[src/rtl/mux4_port_arbiter_pkg.sv]
// Shared types and sizes for the 4-way data-memory port arbiter.
package mux4_port_arbiter_pkg;

  localparam int unsigned NREQ  = 4;
  localparam int unsigned SEL_W = 2;

  typedef enum logic [1:0] {
    S_IDLE,
    S_OWN,
    S_GAP
  } state_t;

endpackage

[src/rtl/mux4_port_arbiter_rr_pick4.sv]
// Round-robin picker: first requester at or after last+1, wrapping; last itself ranks lowest.
module rr_pick4
  import mux4_port_arbiter_pkg::*;
(
  input  logic [NREQ-1:0]  req,
  input  logic [SEL_W-1:0] last,
  output logic             found,
  output logic [SEL_W-1:0] idx
);

  logic [SEL_W-1:0] cand;

  always_comb begin
    found = 1'b0;
    idx   = '0;
    cand  = '0;
    // i == NREQ wraps to last, giving the previous owner the lowest priority
    for (int unsigned i = 1; i <= NREQ; i++) begin
      cand = last + SEL_W'(i);
      if (!found && req[cand]) begin
        found = 1'b1;
        idx   = cand;
      end
    end
  end

endmodule

[src/rtl/mux4_port_arbiter.sv]
// Round-robin owner arbiter for a shared memory port: one-hot grant, hold limit, one-cycle turnaround.
module mux4_port_arbiter
  import mux4_port_arbiter_pkg::*;
#(
  parameter int unsigned MAX_HOLD = 16
) (
  input  logic             clk,
  input  logic             rstn,
  input  logic [NREQ-1:0]  req,
  input  logic [NREQ-1:0]  done,
  output logic [NREQ-1:0]  gnt,
  output logic [SEL_W-1:0] sel,
  output logic             busy,
  output logic             timeout
);

  localparam int unsigned      CNT_W     = $clog2(MAX_HOLD + 1);
  localparam logic [CNT_W-1:0] HOLD_LAST = CNT_W'(MAX_HOLD - 1);

  state_t           state_q, state_d;
  logic [CNT_W-1:0] cnt_q, cnt_d;
  logic [SEL_W-1:0] last_q, last_d;
  logic [NREQ-1:0]  gnt_q, gnt_d;
  logic [SEL_W-1:0] sel_q, sel_d;
  logic             timeout_q, timeout_d;

  logic             pick_found;
  logic [SEL_W-1:0] pick_idx;
  logic             rel_done, rel_drop, at_limit, own_release;

  rr_pick4 u_pick (
    .req   (req),
    .last  (last_q),
    .found (pick_found),
    .idx   (pick_idx)
  );

  assign rel_done    = done[sel_q];
  assign rel_drop    = ~req[sel_q];
  assign at_limit    = (cnt_q == HOLD_LAST);
  assign own_release = rel_done | rel_drop | at_limit;

  always_ff @(posedge clk or negedge rstn) begin
    if (!rstn) begin
      state_q   <= S_IDLE;
      cnt_q     <= '0;
      last_q    <= SEL_W'(NREQ - 1);
      gnt_q     <= '0;
      sel_q     <= '0;
      timeout_q <= 1'b0;
    end else begin
      state_q   <= state_d;
      cnt_q     <= cnt_d;
      last_q    <= last_d;
      gnt_q     <= gnt_d;
      sel_q     <= sel_d;
      timeout_q <= timeout_d;
    end
  end

  always_comb begin
    state_d = state_q;
    cnt_d   = cnt_q;
    last_d  = last_q;
    case (state_q)
      S_OWN: begin
        if (own_release) state_d = S_GAP;
        else             cnt_d   = cnt_q + CNT_W'(1);
      end
      default: begin
        if (pick_found) begin
          state_d = S_OWN;
          cnt_d   = '0;
          last_d  = pick_idx;
        end else begin
          state_d = S_IDLE;
        end
      end
    endcase
  end

  always_comb begin
    gnt_d     = gnt_q;
    sel_d     = sel_q;
    timeout_d = 1'b0;
    case (state_q)
      S_OWN: begin
        if (own_release) begin
          gnt_d     = '0;
          // only a pure hold-limit release is reported as a timeout
          timeout_d = at_limit & ~rel_done & ~rel_drop;
        end
      end
      default: begin
        gnt_d = '0;
        if (pick_found) begin
          gnt_d[pick_idx] = 1'b1;
          sel_d           = pick_idx;
        end
      end
    endcase
  end

  assign gnt     = gnt_q;
  assign sel     = sel_q;
  assign busy    = |gnt_q;
  assign timeout = timeout_q;

endmodule

[config.mk]
export PLATFORM = sky130hd
export DESIGN_NAME = mux4_port_arbiter
export DESIGN_NICKNAME = d
export VERILOG_FILES = /design/src/rtl/mux4_port_arbiter_pkg.sv /design/src/rtl/mux4_port_arbiter_rr_pick4.sv /design/src/rtl/mux4_port_arbiter.sv
export SDC_FILE = /design/constraint.sdc
export NUM_CORES = 1
export LEC_CHECK = 0
export CORE_MARGIN = 3
export CORE_UTILIZATION = 40
export CTS_CLUSTER_SIZE = 12
export DETAILED_ROUTE_END_ITERATION = 10
export MAX_ROUTING_LAYER = met4
export PLACE_DENSITY = 0.67
export SKIP_CTS_REPAIR_TIMING = 1
export SKIP_LAST_GASP = 1
export SYNTH_ARGS = -nofsm -noshare
export SYNTH_HDL_FRONTEND = slang
export SYNTH_SLANG_ARGS = --single-unit
[constraint.sdc]
create_clock -name clk -period 1.73 [get_ports clk]
set_input_delay 0.519 -clock clk [delete_from_list [all_inputs] [get_ports clk]]
set_output_delay 0.519 -clock clk [all_outputs]
set_load 0.005 [all_outputs]
After elaboration in Yosys (flattened, before gate mapping)
Cells that the tools add are included.

word-level totals
  bits in registers = 16

operators by class
  add/sub/neg operators = 4
  order comparisons = 7
  equality and inequality tests = 4
  multiplexer cells = 33
  bitwise logic cells = 7
  reductions and logical operators = 11

operator list
  kind                                                                                  count
  2-bit by 3-bit less-than comparator with 1-bit output (second input constant)         6
  5-bit 2-to-1 mux                                                                      3
  1-bit 2-to-1 mux                                                                      14
  1-bit binary-select mux with 2-bit select                                             6
  2-bit 2-to-1 mux                                                                      6
  4-bit 2-to-1 mux                                                                      3
  5-bit by 1-bit adder with 5-bit output (second input constant)                        1
  5-bit by 4-bit equality test with 1-bit output (second input constant)                1
  2-bit adder (second input constant)                                                   2
  1-bit logical AND                                                                     4
  2-bit inequality test (second input constant)                                         2
  2-bit AND reduction                                                                   2
  4-bit OR reduction                                                                    1
  1-bit logical NOT                                                                     3
  1-bit inverter                                                                        3
  2-bit by 1-bit adder with 2-bit output (second input constant)                        1
  1-bit AND                                                                             2
  1-bit demux with 2-bit select                                                         1
  2-bit by 1-bit equality test with 1-bit output (second input constant)                1
  2-bit by 1-bit greater-or-equal comparator with 1-bit output (second input constant)  1
  1-bit OR                                                                              2
  2-bit nonzero test                                                                    1

Logic depth before layout (Yosys ltp)
  depth after elaboration = 19
  mapped depth = 7
  gate-level depth less buffers = 7

By module
Synthesis repeated with hierarchy kept, for this count alone.

second synthesis, totals
  cells, all modules = 80
  area, all modules = 810.8 um^2

by module, submodules not included
  module             instances  cells an instance  area an instance (um^2)  seq. area each (um^2)
  mux4_port_arbiter  1          66                 719.4                    402.9
  rr_pick4           1          14                 91.3                     0.0

Worst setup path before layout
Ideal clock, no wire load.

  path type = flip-flop to flip-flop
  start = reg last_q[0]
  end = reg gnt_q[3] (netlist: gnt[3])
  data arrival time = 1.555 ns
  data required time = 1.596 ns
  setup slack = 0.041 ns
  cell stages (with the launch flop) = 6
  period minus slack after synthesis = 1.689 ns
  cells stage by stage = dfstp_2 > buf_2 > nor4b_1 > or4_4 > o2111ai_1 > o211ai_1

between the ends
  cells in the longest elaborated chain, start to end = 19
  elaborated cells between the ends (all ways) = 32
  classes of those cells = add/sub (3); order compare (2); mux (20); reduce/logical (7)

RTL lines
  item                                                                                                                                                         RTL line                          RTL
  from (decl)                                                                                                                                                  mux4_port_arbiter.sv:22           logic [SEL_W-1:0] last_q, last_d;
  from (signal assigned)                                                                                                                                       mux4_port_arbiter.sv:47           last_q <= SEL_W'(NREQ - 1);
  from (signal assigned)                                                                                                                                       mux4_port_arbiter.sv:54           last_q <= last_d;
  2-bit by 1-bit adder with 2-bit output                                                                                                                       mux4_port_arbiter_rr_pick4.sv:19  cand = last + SEL_W'(i);
  1-bit binary-select mux with 2-bit select                                                                                                                    mux4_port_arbiter_rr_pick4.sv:20  if (!found && req[cand]) begin
  1-bit 2-to-1 mux (implied by the code)                                                                                                                       mux4_port_arbiter_rr_pick4.sv:20
  1-bit 2-to-1 mux                                                                                                                                             mux4_port_arbiter_rr_pick4.sv:20
  1-bit logical NOT                                                                                                                                            mux4_port_arbiter_rr_pick4.sv:20
  1-bit logical AND                                                                                                                                            mux4_port_arbiter_rr_pick4.sv:20
  1-bit 2-to-1 mux                                                                                                                                             mux4_port_arbiter_rr_pick4.sv:20
  1-bit logical NOT                                                                                                                                            mux4_port_arbiter_rr_pick4.sv:20
  [... 3 more ...]                                                                                                                                             -
  1-bit logical AND                                                                                                                                            mux4_port_arbiter_rr_pick4.sv:20
  2-bit 2-to-1 mux                                                                                                                                             mux4_port_arbiter_rr_pick4.sv:20
  2-bit by 3-bit less-than comparator with 1-bit output (implied by the code) or 2-bit by 1-bit greater-or-equal comparator with 1-bit output (tied branches)  mux4_port_arbiter.sv:97           gnt_d[pick_idx] = 1'b1;
  1-bit logical AND (implied by the code)                                                                                                                      mux4_port_arbiter.sv:97
  1-bit 2-to-1 mux (implied by the code)                                                                                                                       mux4_port_arbiter.sv:97
  1-bit demux with 2-bit select                                                                                                                                mux4_port_arbiter.sv:97
  4-bit 2-to-1 mux *                                                                                                                                           mux4_port_arbiter.sv:96           if (pick_found) begin
  4-bit 2-to-1 mux *                                                                                                                                           mux4_port_arbiter.sv:86           case (state_q)
  to (signal assigned)                                                                                                                                         mux4_port_arbiter.sv:55           gnt_q <= gnt_d;
  to (decl)                                                                                                                                                    mux4_port_arbiter.sv:23           logic [NREQ-1:0] gnt_q, gnt_d;

Mark *: on every way between the ends. The rest lies on a longest branch, timed or not. The select of a mux whose other input is x is not followed.
A chain may end at the register's enable or synchronous reset.

Final worst setup path
  start = reg gnt_q[1] (netlist: gnt[1])
  end = out busy

between the ends
  cells in the longest elaborated chain, start to end = 1

RTL lines
  item                RTL line                  RTL
  4-bit OR reduction  mux4_port_arbiter.sv:106  assign busy = |gnt_q;
  to (decl)           mux4_port_arbiter.sv:13   output logic busy,

No other way between the ends.

==> summary.txt <==
Status
  • Outcome: complete, but fails checks
  • Failing checks: negative setup slack

STA
  • Final setup vio count: 1
  • PnR worst setup slack: -0.105 ns
  • RSZ-0062 raised after global routing: yes
  • Actual slew at the worst max-slew pin: 0.436 ns
  • Final hold vios: 0
  • Crit share post-route: 106%
  • Slew Viols, Final: 0
  • Final min period: 1.84 ns
  • Worst hold margin: 0.530 ns
  • Final Skew: ~0.0033 ns
  • Max Clock Freq: 545 MHz
  • Rel. slew slack: 70.9%

Synthesis
  • Register area share after synthesis: between 40% and 50%
  • Post-synth EDFFs: 0
  • Post-Syn Area: 970 um2
  • Synth unique cells: 39
  • Synth warn: 0
  • Top FF cell, synth: dfrtp_1
  • Syn_area_per_cell: 9.89 um2
  • Post-Syn Instances: 98
  • Async S/R FF share, synth: 100%
  • Syn nets: 110
  • Flops & latches, synth: 16

Die
  • DIE AREA: 3050 um2
  • Die W: 55.2 um
  • Starting density of the core: around 43%
  • Number of I/O pins: 18
  • Row cnt: 17
  • Die height: 55.2 um
  • Core area: 2250 um2

Critical path
  • CP Capture Type: output port
  • Crit path launch type: flip-flop
  • Worst-path cell chain: or4_1, clkbuf_2
  • CP Class: reg2out
  • CP arrival: 1.32 ns
  • Max stage delay on crit path: 0.51 ns
  • CP Max Fanout: 2
  • CP Data Required Time: 1.21 ns
  • CP max stage cell: or4_1

Route
  • Wire per inst: 14.1 um
  • Initial drt markers: 16
  • Initial DRT Pass Iterations: 4
  • Drc violations: 0
  • Via Count: around 910
  • Routed wire length: 2.35 mm
  • Via density per instance: 5.46
  • Detail Route Antenna Nets: 0

Pwr
  • Worst VDD drop: 0.900 mV
  • Final Power: 2.06 mW
  • Power per cell area: 1440 nW/um2
  • Leak: 0.770 nW

GRT
  • Tot GR Track Use: 15.8%
  • Final global-route overflow total: 0
  • First-pass GRT wire length: around 3.8 mm
  • Vias in the first global route: 884
  • Largest net degree at the start of global routing: 17
  • Initial antenna violation count: 0

Finish
  • P&R area growth vs syn: 47.9%
  • N_diodes: 0
  • Layout cell share with drive strength beyond 1: 33.1%
  • Final cell count without fillers: between 150 and 200
  • Final Util: 63.6%
  • Final #Nets: 152

Clock tree
  • H-tree Lvls: 1
  • TritonCTS clock tree: yes
  • CTS root buf: clkbuf_4
  • Reg clk slew, reported paths: 0.09 ns
  • Total clock sinks: 16
  • CTS Buffer Depth: 2
  • Cts bufs inserted: 3
  • Worst-Skew Late Latency: slightly below 0.3 ns

Placement
  • Total placed cells including tap cells: 158
  • GP Congestion: about 0.84
  • Detail Placement HPWL: 1.67 mm
  • Number of port buffers: 17

Job
  • Max Cap Viol: 0

Worst hold path
  • Worst min path class: in2async
## worst paths after layout
kind                                       startpoint               endpoint  slack (ns)  cells past startpoint
worst max-delay path               gnt[1]$_DFFE_PN0P_                   busy       -0.11                      2
worst min-delay path                             rstn     sel[0]$_DFFE_PN0P_        0.53                      2
worst max register to register  last_q[0]$_DFFE_PN1P_     gnt[2]$_DFFE_PN0P_        0.06                      4
worst min register to register   cnt_q[4]$_DFFE_PN0P_   cnt_q[4]$_DFFE_PN0P_        0.53                      2
max in group asynchronous                        rstn  last_q[0]$_DFFE_PN1P_        0.95                      2
min in group clk                 cnt_q[4]$_DFFE_PN0P_   cnt_q[4]$_DFFE_PN0P_        0.53                      2
## power by group
part | internal (mW) | total, mW | switching [mW] | leakage, nW
sequential | 0.511 | 0.592 | 0.0808 | 0.205
clock | 0.128 | 0.249 | 0.121 | 0.0210
combinational | 0.631 | 1.22 | 0.586 | 0.544
total | 1.27 | 2.06 | 0.787 | 0.770
## metrics by stage
stage	setup WS (ns)	TNS (ns)	area [um2]
floorplan	0.0407	0	970
global placement	-0.538	-6.89	1290
detailed placement	-0.530	-7.20	1290
CTS	-0.441	-2.98	1330
global route	-0.159	-0.179	1430
finish	-0.105	-0.105	1430
## critical path, delay by kind of cell, from the launching register on
family	cells	cell delay, ns
flip-flops	1	0.38
AND/OR/NAND/NOR	1	0.51
buffers and inverters	1	0.13
## kinds of logic after synthesis
logic type / after synthesis / share of synthesized area (%)
AO/OA/AOI/OAI: 15 / 11.9
XOR/XNOR: 1 / 0.903
adder cells (fa/ha/maj): 2 / 2.58
buffers and inverters: 7 / 3.10
flip-flops: 16 / 41.5
multiplexers: 5 / 6.45
AND/OR/NAND/NOR: 52 / 33.5
## state kept, by name, summed over array words and instances (netlist names)
| register | cells |
|---|---|
| state_q | 2 |
| last_q | 2 |
| gnt | 4 |
| timeout | 1 |
| sel | 2 |
| cnt_q | 5 |
## Yosys cell counts, types with 2 or more instances
master     number  area [um2]
nand3_1         9        45.0
nand2_1         8        30.0
buf_2           3        15.0
and4_1          2        17.5
dfrtp_1        14         350
o211ai_1        4        30.0
nor2b_1         5        31.3
ha_1            2        25.0
nor2_1          3        11.3
dfstp_2         2        52.6
nand4_1         2        12.5
mux2i_1         4        40.0
nor3b_1         3        22.5
nor3_1          3        15.0
and3_1          3        18.8
nand2b_1        3        18.8
inv_1           4        15.0
o2111ai_1       2        17.5
or2_2           2        12.5
## layer usage
metal | share of wire (%) | wire [um] | vias up | GRT usage (%)
li1 | - | - | 457 | -
met1 | 44 | 1020 | 433 | 18.3
met2 | 51 | 1190 | 16 | 26.5
met3 | 4.0 | 94 | 5 | 3.27
met4 | 1.7 | 41 | 0 | 6.25
met5 | 0 | 0 | - | -
## area by class of cell
class	instances	area [um2]
clock buffer	4	36.3
fill	193	821
inverter	4	15.0
multi-input combinational	75	573
sequential	16	403
tap	28	35.0
timing repair buffer	40	372
## placed cells by master, fill, tap and decap left out, drive strengths merged, types with 3 or more instances in the layout
cell | Yosys | final
and3 | 3 | 3
buf | 3 | 23
clkbuf | 0 | 5
clkdlybuf4s50 | 0 | 4
dfrtp | 14 | 14
dlymetal6s2s | 0 | 12
inv | 4 | 4
mux2i | 4 | 4
nand2 | 8 | 8
nand2b | 3 | 3
nand3 | 9 | 9
nor2 | 3 | 3
nor2b | 5 | 5
nor3 | 4 | 4
nor3b | 3 | 3
o211ai | 4 | 4
Power figures use the tool's default switching activity.
